--- config.mk ---
export PLATFORM = sky130hd
export DESIGN_NAME = us96_rep
export DESIGN_NICKNAME = d
export VERILOG_FILES = /design/src/rtl/us96_rep.sv
export SDC_FILE = /design/constraint.sdc
export NUM_CORES = 1
export LEC_CHECK = 0
export ABC_AREA = 0
export ABC_CLOCK_PERIOD_IN_PS = 3130
export BUFFER_PORTS_ARGS = -buffer_cell sky130_fd_sc_hd__buf_2
export CAP_MARGIN = 20
export CELL_PAD_IN_SITES_DETAIL_PLACEMENT = 1
export CELL_PAD_IN_SITES_GLOBAL_PLACEMENT = 2
export CORE_UTILIZATION = 45
export DETAILED_ROUTE_END_ITERATION = 8
export PLACE_DENSITY_LB_ADDON = 0.2
export SETUP_SLACK_MARGIN = 0.4
export SLEW_MARGIN = 5
export SYNTH_ARGS = -nofsm -noshare
export SYNTH_HDL_FRONTEND = slang
export SYNTH_SLANG_ARGS = --single-unit
--- constraint.sdc ---
create_clock -name clk -period 3.13 [get_ports clk]
set_clock_uncertainty 0.15 [all_clocks]
set_input_delay 0.313 -clock clk [delete_from_list [all_inputs] [get_ports clk]]
set_output_delay 0.313 -clock clk [all_outputs]
set_load 0.01 [all_outputs]
--- src/rtl/us96_rep.sv ---
// Nearest-neighbour upscaler for one colour channel: replicates SRC_W x SRC_H raster
// pixels into a DST_W x DST_H raster using incremental accumulators and a one-line buffer.
module us96_rep #(
    parameter int DW    = 8,
    parameter int SRC_W = 96,
    parameter int SRC_H = 96,
    parameter int DST_W = 256,
    parameter int DST_H = 256
) (
    input  logic          clk,
    input  logic          rst_n,
    input  logic [DW-1:0] din,
    input  logic          din_valid,
    output logic          din_ready,
    output logic [DW-1:0] dout,
    output logic          dout_valid,
    input  logic          dout_ready,
    output logic          dout_eol,
    output logic          dout_last
);
    localparam int XW  = (DST_W > 1) ? $clog2(DST_W) : 1;
    localparam int YW  = (DST_H > 1) ? $clog2(DST_H) : 1;
    localparam int XSW = (SRC_W > 1) ? $clog2(SRC_W) : 1;
    localparam int YSW = (SRC_H > 1) ? $clog2(SRC_H) : 1;

    logic [XW-1:0]  x_out_q, x_out_d, xacc_q, xacc_d;
    logic [YW-1:0]  y_out_q, y_out_d, yacc_q, yacc_d;
    logic [XSW-1:0] x_src_q, x_src_d;
    logic [YSW-1:0] y_src_q, y_src_d;
    logic           new_col_q, new_col_d, fetch_row_q, fetch_row_d;
    logic [DW-1:0]  dout_q, dout_d;
    logic           dout_valid_q, dout_valid_d, dout_eol_q, dout_eol_d, dout_last_q, dout_last_d;

    // Data-only storage; every location is written in a fetch row before any repeat row reads it.
    logic [DW-1:0]  hold_q;
    logic [DW-1:0]  linebuf_q [SRC_W];

    logic           free, fetch_new, load, take, at_eol, at_last;
    logic [DW-1:0]  load_data;
    logic [XW:0]    xsum;
    logic [YW:0]    ysum;

    always_comb begin
        x_out_d      = x_out_q;
        xacc_d       = xacc_q;
        x_src_d      = x_src_q;
        new_col_d    = new_col_q;
        y_out_d      = y_out_q;
        yacc_d       = yacc_q;
        y_src_d      = y_src_q;
        fetch_row_d  = fetch_row_q;
        dout_d       = dout_q;
        dout_valid_d = dout_valid_q;
        dout_eol_d   = dout_eol_q;
        dout_last_d  = dout_last_q;
        load         = 1'b0;
        load_data    = '0;

        at_eol    = (x_out_q == XW'(DST_W - 1));
        at_last   = at_eol && (y_out_q == YW'(DST_H - 1));
        xsum      = {1'b0, xacc_q} + (XW+1)'(SRC_W);
        ysum      = {1'b0, yacc_q} + (YW+1)'(SRC_H);
        free      = !dout_valid_q || dout_ready;
        fetch_new = fetch_row_q && new_col_q;
        din_ready = free && fetch_new;

        if (fetch_new) begin
            load      = din_valid && din_ready;
            load_data = din;
        end else begin
            load      = free;
            load_data = fetch_row_q ? hold_q : linebuf_q[x_src_q];
        end
        take = fetch_new && load;

        if (free) begin
            dout_valid_d = load;
            if (load) begin
                dout_d      = load_data;
                dout_eol_d  = at_eol;
                dout_last_d = at_last;
                if (at_last) begin
                    x_out_d     = '0;
                    xacc_d      = '0;
                    x_src_d     = '0;
                    new_col_d   = 1'b1;
                    y_out_d     = '0;
                    yacc_d      = '0;
                    y_src_d     = '0;
                    fetch_row_d = 1'b1;
                end else if (at_eol) begin
                    x_out_d   = '0;
                    xacc_d    = '0;
                    x_src_d   = '0;
                    new_col_d = 1'b1;
                    y_out_d   = y_out_q + YW'(1);
                    // A row fetches new source data only when the y accumulator wraps.
                    if (ysum >= (YW+1)'(DST_H)) begin
                        yacc_d      = YW'(ysum - (YW+1)'(DST_H));
                        y_src_d     = y_src_q + YSW'(1);
                        fetch_row_d = 1'b1;
                    end else begin
                        yacc_d      = YW'(ysum);
                        fetch_row_d = 1'b0;
                    end
                end else begin
                    x_out_d = x_out_q + XW'(1);
                    if (xsum >= (XW+1)'(DST_W)) begin
                        xacc_d    = XW'(xsum - (XW+1)'(DST_W));
                        x_src_d   = x_src_q + XSW'(1);
                        new_col_d = 1'b1;
                    end else begin
                        xacc_d    = XW'(xsum);
                        new_col_d = 1'b0;
                    end
                end
            end
        end
    end

    always_ff @(posedge clk or negedge rst_n) begin
        if (!rst_n) begin
            x_out_q      <= '0;
            xacc_q       <= '0;
            x_src_q      <= '0;
            new_col_q    <= 1'b1;
            y_out_q      <= '0;
            yacc_q       <= '0;
            y_src_q      <= '0;
            fetch_row_q  <= 1'b1;
            dout_q       <= '0;
            dout_valid_q <= 1'b0;
            dout_eol_q   <= 1'b0;
            dout_last_q  <= 1'b0;
        end else begin
            x_out_q      <= x_out_d;
            xacc_q       <= xacc_d;
            x_src_q      <= x_src_d;
            new_col_q    <= new_col_d;
            y_out_q      <= y_out_d;
            yacc_q       <= yacc_d;
            y_src_q      <= y_src_d;
            fetch_row_q  <= fetch_row_d;
            dout_q       <= dout_d;
            dout_valid_q <= dout_valid_d;
            dout_eol_q   <= dout_eol_d;
            dout_last_q  <= dout_last_d;
        end
    end

    always_ff @(posedge clk) begin
        if (take) begin
            hold_q             <= din;
            linebuf_q[x_src_q] <= din;
        end
    end

    assign dout       = dout_q;
    assign dout_valid = dout_valid_q;
    assign dout_eol   = dout_eol_q;
    assign dout_last  = dout_last_q;
endmodule
Yosys cells after proc, flatten, opt, wreduce, memory -nomap -nowiden
Memory sizes are Yosys's and may differ from the RTL's.
Cells that the tools add are included.
{"block": "totals", "word_cells": 60, "register_bits": 60, "memories": 1, "mem_bits_rw": 768, "inputBits": 12, "out_inout_bits": 12}
{"block": "classes", "n_mux": 24, "n_eq_ne": 2, "n_lt_le_gt_ge": 2, "reduce_logical": 12, "addsub": 7}
{"name": "linebuf_q", "depth": 96, "width": 8, "rd": 1, "rd_clocked_by_memory_dff": 0, "write_ports": 1, "line_no": "36", "source": "logic [DW-1:0] linebuf_q [SRC_W];"}
{"cell": "8-bit 2-to-1 mux", "n": 12}
{"cell": "7-bit 2-to-1 mux", "n": 3}
{"cell": "8-bit by 7-bit adder with 9-bit output, second input constant", "n": 2}
{"cell": "9-bit greater-or-equal comparator, second input constant", "n": 2}
{"cell": "8-bit by 1-bit adder with 8-bit output, second input constant", "n": 2}
{"cell": "8-bit == test, second input constant", "n": 2}
{"cell": "8-bit by 1-bit subtractor with 8-bit output, second input constant", "n": 2}
{"cell": "1-bit 2-to-1 mux", "n": 9}
{"cell": "7-bit by 1-bit adder with 7-bit output, second input constant", "n": 1}
{"cell": "3-bit AND reduction", "n": 2}
{"cell": "1-bit logical AND", "n": 5}
{"cell": "3-bit nonzero test", "n": 1}
{"cell": "2-bit AND reduction", "n": 1}
{"cell": "2-bit nonzero test", "n": 1}
{"cell": "1-bit logical NOT", "n": 1}
{"cell": "1-bit logical OR", "n": 1}

Logic depth before layout (Yosys ltp)
Gate-level depths: netlist (run 1).
{"block": "logic_depth", "word_depth": 8, "mapped_depth": 12, "depth_no_buf": 8}

Least setup slack after synthesis (run 1)
Ideal clock, no wire load.
{"block": "synth_timing", "kind": "flip-flop to flip-flop", "startpoint": "register new_col_q", "endpoint": "memory linebuf_q[11][0] (enable)", "path_stages_with_launch": 9, "slack_ns": 0.215, "t_arrival_ns": 2.395, "n_path_buf": 3, "required_ns": 2.610, "setup_time_ns": 0.370, "synth_period_minus_slack_ns": 2.915, "cell_sequence": "dfstp_2 -> buf_2 -> nand2_1 -> nor2_1 -> and2_1 -> clkbuf_1 -> nand3_1 -> clkbuf_1 -> nor2_1"}
{"block": "synth_via", "elab_chain_cells": 7}
{"element": "start, declared", "line_no": "30", "source": "logic new_col_q, new_col_d, fetch_row_q, fetch_row_d;"}
{"element": "start signal, assigned", "line_no": "139", "source": "new_col_q <= new_col_d;"}
{"element": "1-bit logical AND", "line_no": "64", "source": "fetch_new = fetch_row_q && new_col_q;"}
{"element": "1-bit logical AND", "line_no": "65", "source": "din_ready = free && fetch_new;"}
{"element": "named net din_ready", "line_no": "14", "source": "output logic din_ready,"}
{"element": "1-bit logical AND", "line_no": "68", "source": "load = din_valid && din_ready;"}
{"element": "1-bit 2-to-1 mux", "line_no": "67", "source": "if (fetch_new) begin"}
{"element": "1-bit logical AND", "line_no": "74", "source": "take = fetch_new && load;"}
{"element": "named net take", "line_no": "38", "source": "logic free, fetch_new, load, take, at_eol, at_last;"}
{"element": "1-bit 2-to-1 mux", "line_no": "152", "source": "if (take) begin"}
{"element": "1-bit 2-to-1 mux (not written as such)", "line_no": "154", "source": "linebuf_q[x_src_q] <= din;"}
{"element": "end, declared", "line_no": "36"}
The timed path passes the listed nets, and every way through them passes these cells.

Worst setup path after layout (run 1)
{"block": "layout_timing", "startpoint": "register x_src_q[1]", "endpoint": "register dout_q[5], in the netlist dout[5]"}
{"block": "layout_via", "elab_chain_cells": 3}
{"element": "start, declared", "line_no": "28", "source": "logic [XSW-1:0] x_src_q, x_src_d;"}
{"element": "start signal, assigned", "line_no": "138", "source": "x_src_q <= x_src_d;"}
{"element": "memory 96 x 8 bit"}
{"element": "8-bit 2-to-1 mux", "line_no": "72", "source": "load_data = fetch_row_q ? hold_q : linebuf_q[x_src_q];"}
{"element": "8-bit 2-to-1 mux", "line_no": "67"}
{"element": "end signal, assigned", "line_no": "144", "source": "dout_q <= dout_d;"}
{"element": "end, declared", "line_no": "31", "source": "logic [DW-1:0] dout_q, dout_d;"}
Every way passes these cells.
A chain may end at the register's enable or synchronous reset.

==> results of run 1 <==
## cell usage in the layout, fill, tap and decap left out, drive strengths merged, types with 5 or more instances in the layout
cell           n
nand3         27
clkbuf       108
nor2b          7
inv           10
a21o           5
mux4          48
o211ai         5
o2bb2ai        6
nor2         164
nand2b         7
a221oi        81
a221o         10
nand2         95
xnor2         12
a21oi         69
and3          15
ha             5
edfxtp       776
nand4          8
o221ai        16
clkinvlp       8
a211oi         5
mux2          44
a2111oi        5
a22oi         45
nor3           9
mux2i        118
a211o          6
bufinv         7
dlygate4sd3    7
a311oi         7
dfrtp         40
o31ai          7
buf          311
a22o           7
o22ai         15
clkinv        31
a31oi         17
o21ai         72
## power groups by stage
stage	clock [mW]	sequential, mW	combinational, mW
detailed placement	0	12.8	11.6
CTS	10.2	12.5	12.4
global route	10.5	12.5	13.7
finish	10.0	12.5	13.2
global placement	0	12.7	11.5
floorplan	0	12.5	6.28
## path summary, 6_finish.rpt
check                                        from                    endpoint  slack, ns
min in group asynchronous                   rst_n      x_src_q[5]$_DFFE_PN0P_       0.11
setup reg to reg           x_src_q[1]$_DFFE_PN0P_         dout[5]$_DFFE_PN0P_       0.23
hold reg to reg            y_out_q[6]$_DFFE_PN0P_      y_out_q[6]$_DFFE_PN0P_       0.33
max in group asynchronous                   rst_n      y_out_q[6]$_DFFE_PN0P_       1.99
hold / removal                             din[4]  linebuf_q[23][4]$_DFFE_PP_       0.09
setup / recovery           x_src_q[1]$_DFFE_PN0P_         dout[5]$_DFFE_PN0P_       0.23
## cell families after synthesis
logic type / after synthesis
AO/OA/AOI/OAI: 405
multiplexers: 210
adder cells (fa/ha/maj): 5
AND/OR/NAND/NOR: 352
XOR/XNOR: 14
buffers and inverters: 133
flip-flops: 818
## through the flow
stage,total power [mW],cells,worst slack (ns)
finish,35.8,3238,0.233
global route,36.6,3238,0.222
CTS,35.1,3218,0.260
detailed placement,24.4,3049,-0.0193
global placement,24.2,3049,-0.0180
floorplan,18.8,1937,0.435
## layer usage
metal | vias up | global-route usage | share of wire | wire length [µm]
met5 | - | 0 | 0 | 0
met2 | 1039 | 0.452 | 0.47 | 49900
li1 | 8368 | - | - | -
met4 | 0 | 0.0902 | 0.032 | 3480
met3 | 186 | 0.0488 | 0.084 | 9040
met1 | 10676 | 0.420 | 0.42 | 44600
## repair_timing
item | 4_1_cts | 5_1_grt
buffers inserted | 9 | 18
gates resized for setup | 52 | 49
gates cloned | 2 | 2
pin swaps | 8 | 11
setup endpoints to repair | 127 | 81
hold endpoints to repair | 92 | 0
hold buffers | 7 | 0
## state kept, by name (all words and copies together), names as in the netlist
name         count
x_src_q          7
new_col_q        1
xacc_q           3
hold_q           8
y_out_q          8
x_out_q          8
linebuf_q      768
dout_last        1
dout_eol         1
dout             8
yacc_q           3
fetch_row_q      1
dout_valid       1
## cell type report
type,count,area [µm²]
fillers,6533,32400
flip-flops and latches,818,24400
multi-input cells,986,7800
repair buffers,323,2980
clock buffers,105,2310
well taps,950,1190
clock inverters,46,419
inverters,10,45.0
==> results by group, run 1 <==
STA
  – Hold slack: approximately 0.087 ns
  – Fin crit period: 2.90 ns
  – Max frequency: 0.345 GHz
  – Setup Viol. Count Final: 0
  – Final hold vios: 0
  – Fin. max-slew vios: 0
  – Rel. slew slack: 0.407
  – Slew @ Worst Pin: 0.880 ns
  – Part of the cycle the worst path needs: 0.926
  – Post-route setup TNS: 0 ns
  – RSZ-0062 raised after global routing: yes

Floorplan
  – Core Area: 0.0715 mm²
  – DIE AREA: about 0.073 mm²
  – Die height: roughly 270 µm
  – I/O pin total: 24
  – Starting Density: 0.455
  – Num rows: 98
  – Die W: approximately 270 µm

Power
  – Leakage: 13.1 nW
  – Peak VDD IR: around 0.47 mV
  – Combinational power share: 0.371
  – Clock share of power: 0.280
  – Pint: 23.1 mW
  – Reg power frac: 0.349
  – Switch Pwr: 12.6 mW
  – Switch share: 0.354
  – Power per Cell Area: between 900 and 1000 mW/mm²

Run status
  – Status: finished, final reports clean

Cells and area
  – # nets final: 2242
  – Final core utilization: 0.547
  – Share of cells above drive strength 1: 0.278
  – Area growth, synth to finish: 20.2%
  – ANT cells: 0
  – Final Instance Area: 0.0391 mm²

Yosys
  – Dominant cells by area after synthesis: edfxtp_1 (72%), mux2i_1 (3.6%), mux4_2 (3.2%)
  – Syn Nets: just under 2000
  – Top cell type's share of synthesized area: 0.716
  – Compound-Gate Fraction of Synth Area: 0.0895
  – Fraction of synthesized area in multiplexers: 0.0852
  – Synth area leader: edfxtp_1
  – Post-synthesis sequential area ratio: 0.749
  – XOR/XNOR Fraction of Synth Area: 0.00377
  – Register bit total from synthesis: 818
  – Post-Syn Area per Cell: around 17 µm²
  – Most common cell in the netlist: edfxtp_1
  – Async SR Flop Fraction: 0.0513
  – Mapped Cells: between 1500 and 2000
  – Post-synth cell types: 79
  – Ys Warns: 0
  – Post-synth EDFFs: 776
  – Main flop type after synthesis: edfxtp_1
  – Largest family of logic cells by synthesized area: compound AO/OA/AOI/OAI gates
  – Simple-Gate Fraction of Synth Area: 0.0470
  – Syn Std Cell Area: 0.0325 mm²
  – Commonest cells post-synth: edfxtp_1 (776), nor2_1 (162), mux2i_1 (118)
  – Adder-Cell Fraction of Synth Area: 0.00192

Drt
  – Wirelength, routed: 107000 µm
  – Total iterations of the first detailed-routing run: 5
  – Post-DRT Antenna Nets: 0
  – DR WL/cell: 33.1 µm
  – Via count: 20269
  – Detailed Route Iter0 Violations: between 2000 and 2500
  – Routed vias/inst: 6.26
  – Drt drc: 0

Global routing
  – Largest net degree at the start of global routing: 85
  – Vias in the first global route: 20830
  – Grt ovf: 0
  – First-pass GRT wire length: 153000 µm
  – Initial antenna violation count: 0
  – Total track usage: 0.291

Place
  – Post-DP HPWL: 68100 µm
  – Placed instance area: roughly 0.036 mm²
  – Port buffer count: 23
  – Final Wtd Congestion: 0.872

Critical path
  – CP Max Fanout: 8
  – Worst Reg2Reg Path Length in Cells: 9
  – Worst path required time: roughly 3.5 ns
  – Worst setup SP type: flip-flop
  – Buf/Inv on CP: 2
  – CP peak stage delay: 0.56 ns
  – CP max stage cell: dfrtp_4
  – CP Cell Sequence: buf_6 > nor2b_4 > buf_4 > a221oi_1 > nor2_1 > a211oi_1 > or4_4 > nand4_1 > a221o_1
  – Crit Path Category: flip-flop to flip-flop
  – CP delay by family, top: compound AO/OA/AOI/OAI gates
  – Nature of the critical path endpoint: flip-flop
  – WP depth: 9
  – Arrival @ worst endpoint: 3.28 ns

Clock network
  – Reg clk slew, reported paths: approximately 0.06 ns
  – CTS Sinks: ~800
  – CTS Buffer Depth: 3
  – Clk_lat worst skew: 0.65 ns
  – Num CTS Buffers: 86
  – Root buffer cell: clkbuf_16
  – H-Tree Depth: 3
  – CTS tree: yes

Worst hold path
  – Hold Path Class: input pin to flip-flop
  – Hold depth: 1

Flow run
  – MaxCap Viol Count: 0
No activity file was read; power rests on OpenSTA's default activity.
==> inputs of run 2 (changes only) <==
--- a/config.mk
+++ b/config.mk
@@ -8,3 +8,3 @@
 export ABC_AREA = 0
-export ABC_CLOCK_PERIOD_IN_PS = 3130
+export ABC_CLOCK_PERIOD_IN_PS = 3200
 export BUFFER_PORTS_ARGS = -buffer_cell sky130_fd_sc_hd__buf_2
==> constraint.sdc (replaced) <==
create_clock -name clk -period 3.2 [get_ports clk]
set_clock_uncertainty 0.15 [all_clocks]
set_input_delay 0.32 -clock clk [delete_from_list [all_inputs] [get_ports clk]]
set_output_delay 0.32 -clock clk [all_outputs]
set_load 0.005 [all_outputs]
==> results by group, run 2 (synthesis gave the netlist of run 1 again) <==
Clock network
  – Num CTS Buffers: 87
  – CTS Buffer Depth: 3
  – H-Tree Depth: 3
  – Clk_lat worst skew: around 0.65 ns
  – CTS tree: yes
  – Root buffer cell: clkbuf_16
  – CTS Sinks: just over 800
  – Reg clk slew, reported paths: 0.06 ns

Power
  – Leakage: 13.2 nW
  – Peak VDD IR: between 0.4 and 0.5 mV
  – Power per Cell Area: 896 mW/mm²
  – Design Power: around 35 mW

Place
  – Port buffer count: 23
  – Post-DP HPWL: around 71000 µm
  – Final Wtd Congestion: 0.886
  – DP Cell Count: approximately 3100

Global routing
  – Largest net degree at the start of global routing: 71
  – Initial antenna violation count: 0
  – Vias in the first global route: 20869
  – Total track usage: 0.300
  – Grt ovf: 0
  – First-pass GRT wire length: 156000 µm

Drt
  – DR WL met3: 9000 µm
  – Drt drc: 0
  – Detailed Route Iter0 Violations: 2450
  – Post-DRT Antenna Nets: 0
  – Uppermost layer routed: met4
  – Via count: 20442
  – Routed vias/inst: 6.29
  – Metal-1 WL: approximately 45000 µm
  – DR WL/cell: roughly 34 µm
  – Routed length on met2: about 52000 µm
  – Total iterations of the first detailed-routing run: 5
  – Wirelength, routed: 110000 µm

Floorplan
  – DIE AREA: 0.0734 mm²
  – Starting Density: 0.455
  – Die height: approximately 270 µm
  – Num rows: 98
  – I/O pin total: 24
  – Die W: 271 µm
  – Core Area: approximately 0.071 mm²

STA
  – Post-route setup TNS: 0 ns
  – Max frequency: 0.350 GHz
  – Fin. max-slew vios: 0
  – Rel. slew slack: 0.494
  – Setup Viol. Count Final: 0
  – RSZ-0062 raised after global routing: yes
  – Fin crit period: between 2 and 3 ns
  – Part of the cycle the worst path needs: 0.893
  – Slew @ Worst Pin: 0.751 ns
  – Final hold vios: 0
  – Hold slack: 0.0315 ns

Cells and area
  – Max reg flops: approximately 770
  – Share of cells above drive strength 1: 0.269
  – Biggest register: linebuf_q
  – # nets final: 2248
  – Non-filler cells, final: 3250
  – Most frequent cells in the layout: edfxtp_1 (776), buf_4 (262), nor2_1 (158), mux2i_1 (112), nand2_1 (93)
  – ANT cells: 0
  – Area growth, synth to finish: 20.4%
  – Most common cell after layout, fill and taps aside: edfxtp_1

Critical path
  – Nature of the critical path endpoint: flip-flop
  – Worst path required time: 3.60 ns
  – R2r startpoint: x_src_q[2]$_DFFE_PN0P_
  – CP endpoint: dout[1]$_DFFE_PN0P_
  – Worst setup SP type: flip-flop
  – Worst Reg2Reg Path Length in Cells: 12
  – Origin of the worst setup path: x_src_q[2]$_DFFE_PN0P_
  – CP Max Fanout: 9
  – Critical R2R Capture: dout[1]$_DFFE_PN0P_
  – Arrival @ worst endpoint: about 3.3 ns
  – Flop-to-flop setup slack: 0.34 ns
  – Crit Path Category: flip-flop to flip-flop

Flow run
  – MaxCap Viol Count: 0

Worst hold path
  – Hold Path Class: input pin to asynchronous set/reset pin

Run status
  – Status: finished, final reports clean
run 2: cell count changes in the layout (fill, tap and decap cells not counted), moves of 4 or more:
cell / delta
buf_12: -6
buf_4: +10
clkbuf_1: +4
clkinvlp_4: -6
nor2_1: +32
nor2_2: -31
run 2: final cells by class:
cell class	instances	area, µm²
inverters	10	37.5
clock inverters	48	459
repair buffers	328	2990
well taps	950	1190
clock buffers	110	2310
flip-flops and latches	818	24400
fillers	6597	32300
multi-input cells	986	7790
run 2: worst min-delay path by stage:
stage	cells past startpoint	endpoint	slack [ns]
finish	2	x_src_q[1]$_DFFE_PN0P_	0.03
global route	2	x_src_q[1]$_DFFE_PN0P_	0.03
floorplan	0	dout[0]$_DFFE_PN0P_	-0.13
detailed placement	2	dout_eol$_DFFE_PN0P_	0.31
CTS	1	linebuf_q[26][5]$_DFFE_PP_	0.05
global placement	1	y_out_q[4]$_DFFE_PN0P_	0.31
run 2: layer usage:
metal | vias to the layer above | track usage
met5 | - | 0
met4 | 0 | 0.104
met3 | 224 | 0.0549
met2 | 1011 | 0.473
met1 | 10825 | 0.419
li1 | 8382 | -
run 2: timing repair:
item | CTS | global route
setup endpoints to repair | 169 | 35
pin swaps | 5 | 11
gates resized for setup | 56 | 51
hold buffers | 6 | 0
buffers inserted | 16 | 5
gates cloned | 3 | 3
hold endpoints to repair | 85 | 0
run 2: per-stage QoR:
stage	worst slack, ns	util	cell area [µm²]
3_5_place_dp	-0.307	0.496	35500
3_3_place_gp	-0.262	0.496	35500
5_1_grt	0.278	0.548	39200
4_1_cts	0.352	0.542	38800
2_1_floorplan	0.364	-	32500
6_report	0.344	0.548	39200
run 2: worst max-delay path, stage by stage, from the launching register on:
cell and delay (ns):
dfrtp_4 0.54, buf_4 0.23, buf_4 0.16, nor2b_2 0.17, buf_6 0.23, a22oi_2 0.12
o22ai_2 0.21, a2111oi_4 0.07, buf_4 0.15, nor3_2 0.19, o22ai_1 0.10, buf_4 0.16
a211oi_1 0.25
run 2: power breakdown:
group | total (mW) | switching (mW) | internal (mW) | leakage, nW
clock | 9.92 | 4.21 | 5.71 | 1.36
sequential | 12.2 | 0.272 | 11.9 | 7.49
combinational | 13.0 | 8.03 | 4.95 | 4.36
total | 35.1 | 12.5 | 22.6 | 13.2
==> inputs of run 3 (changes only) <==
MAX_ROUTING_LAYER = met4   (was unset)
==> results by group, run 3 (synthesis gave the netlist of run 1 again) <==
STA
  – Fin. max-slew vios: 0
  – Setup Viol. Count Final: 0
  – Hold slack: 0.0322 ns
  – Post-route setup TNS: 0 ns
  – Slew @ Worst Pin: ~0.73 ns
  – Post-route setup slack: ~0.36 ns
  – Part of the cycle the worst path needs: 0.888
  – Rel. slew slack: 0.509
  – Final hold vios: 0
  – Max frequency: ~0.35 GHz
  – Fin crit period: between 2 and 3 ns
  – RSZ-0062 raised after global routing: yes

Drt
  – Wirelength, routed: 110000 µm
  – DR WL/cell: 33.9 µm
  – Total iterations of the first detailed-routing run: 7
  – Routed vias/inst: between 6 and 7
  – Drt drc: 0
  – Detailed Route Iter0 Violations: around 2500
  – Via count: 20628
  – Post-DRT Antenna Nets: 0

Cells and area
  – Biggest register: linebuf_q
  – Final core utilization: 0.548
  – Most frequent cells in the layout: edfxtp_1 (776), buf_4 (264), nor2_1 (158), mux2i_1 (115), nand2_1 (94)
  – Footprint of the multi-input gates: 0.00778 mm²
  – Share of cells above drive strength 1: 0.269
  – Most common cell after layout, fill and taps aside: edfxtp_1
  – Max reg flops: 768
  – Register area: 0.0244 mm²
  – Fill cell count: around 6600
  – # nets final: ~2300
  – Area growth, synth to finish: 20.5%
  – ANT cells: 0

Critical path
  – R2r startpoint: x_src_q[2]$_DFFE_PN0P_
  – Crit Path Category: flip-flop to flip-flop
  – Origin of the worst setup path: x_src_q[2]$_DFFE_PN0P_
  – Worst setup SP type: flip-flop
  – Buf/Inv on CP: 5
  – CP delay by family, top: buffers and inverters
  – Worst path required time: 3.60 ns
  – CP Max Fanout: 9
  – Crit path top cell by count: buf_4
  – Arrival @ worst endpoint: 3.24 ns
  – Nature of the critical path endpoint: flip-flop
  – CP peak stage delay: between 0.5 and 0.6 ns
  – CP max stage cell: dfrtp_4
  – CP Cell Sequence: buf_4 > buf_4 > nor2b_2 > buf_6 > a22oi_2 > o22ai_2 > a2111oi_4 > buf_4 > nor3_2 > o22ai_1 > buf_4 > a211oi_1

Clock network
  – H-Tree Depth: 3
  – CTS tree: yes
  – Num CTS Buffers: 87
  – Clk_lat worst skew: 0.65 ns
  – Root buffer cell: clkbuf_16
  – CTS Sinks: 818
  – Reg clk slew, reported paths: 0.06 ns
  – CTS Buffer Depth: 3

Place
  – Post-DP HPWL: approximately 70000 µm
  – Final Wtd Congestion: 0.901
  – Port buffer count: 23
  – Pre-CTS setup slack: -0.307 ns

Global routing
  – Largest net degree at the start of global routing: between 70 and 80
  – First-pass GRT wire length: 156000 µm
  – Grt ovf: 0
  – Total track usage: 0.309
  – Vias in the first global route: around 21000
  – Initial antenna violation count: 0

Power
  – Power per Cell Area: around 900 mW/mm²
  – Leakage: 13.2 nW
  – Design Power: about 35 mW
  – Peak VDD IR: around 0.49 mV

Flow run
  – MaxCap Viol Count: 0

Floorplan
  – Core Area: 0.0715 mm²
  – I/O pin total: 24
  – Die height: between 200 and 300 µm
  – Die W: 271 µm
  – Num rows: 98
  – DIE AREA: 0.0734 mm²
  – Starting Density: 0.455

Worst hold path
  – Hold Path Class: input pin to asynchronous set/reset pin

Run status
  – Status: finished, final reports clean
==> run 3: metal layers <==
layer,GRT usage,wire length (µm)
met1,0.421,45000
met2,0.476,52200
met3,0.0494,9250
met4,0.0984,3930
met5,-,0
==> run 3: final timing paths <==
check,slack (ns),endpoint,cells past startpoint
setup / recovery,0.36,dout[1]$_DFFE_PN0P_,12
hold / removal,0.03,x_src_q[1]$_DFFE_PN0P_,2
setup reg to reg,0.36,dout[1]$_DFFE_PN0P_,12
hold reg to reg,0.33,y_out_q[4]$_DFFE_PN0P_,1
max in group asynchronous,2.26,new_col_q$_DFFE_PN1P_,3
min in group clk,0.08,hold_q[2]$_DFFE_PP_,1
==> run 3: report_power, final <==
| part | switching [mW] | internal, mW | leakage (nW) |
|---|---|---|---|
| clock | 4.20 | 5.71 | 1.36 |
| sequential | 0.271 | 11.9 | 7.49 |
| combinational | 8.08 | 5.00 | 4.39 |
==> run 3: final cells by class <==
type	count	share of cell area
sequential	818	0.622
multi-input combinational	986	0.199
timing repair buffer	332	0.0777
clock buffer	110	0.0591
tap	950	0.0303
clock inverter	48	0.0117
inverter	10	0.000958
==> run 3: repair_timing <==
action / 4_1_cts / 5_1_grt
gates resized for setup: 56 / 50
buffers inserted: 16 / 8
endpoints found under the setup margin: 169 / 35
cloned: 3 / 4
pin swaps: 5 / 14
endpoints found under the hold margin: 85 / 0
hold buffers: 6 / 0
==> run 3: metrics by stage <==
stage	std cells	area, µm²
finish	3254	39200
global route	3254	39200
CTS	3241	38800
detailed placement	3058	35500
global placement	3058	35500
floorplan	1937	32500
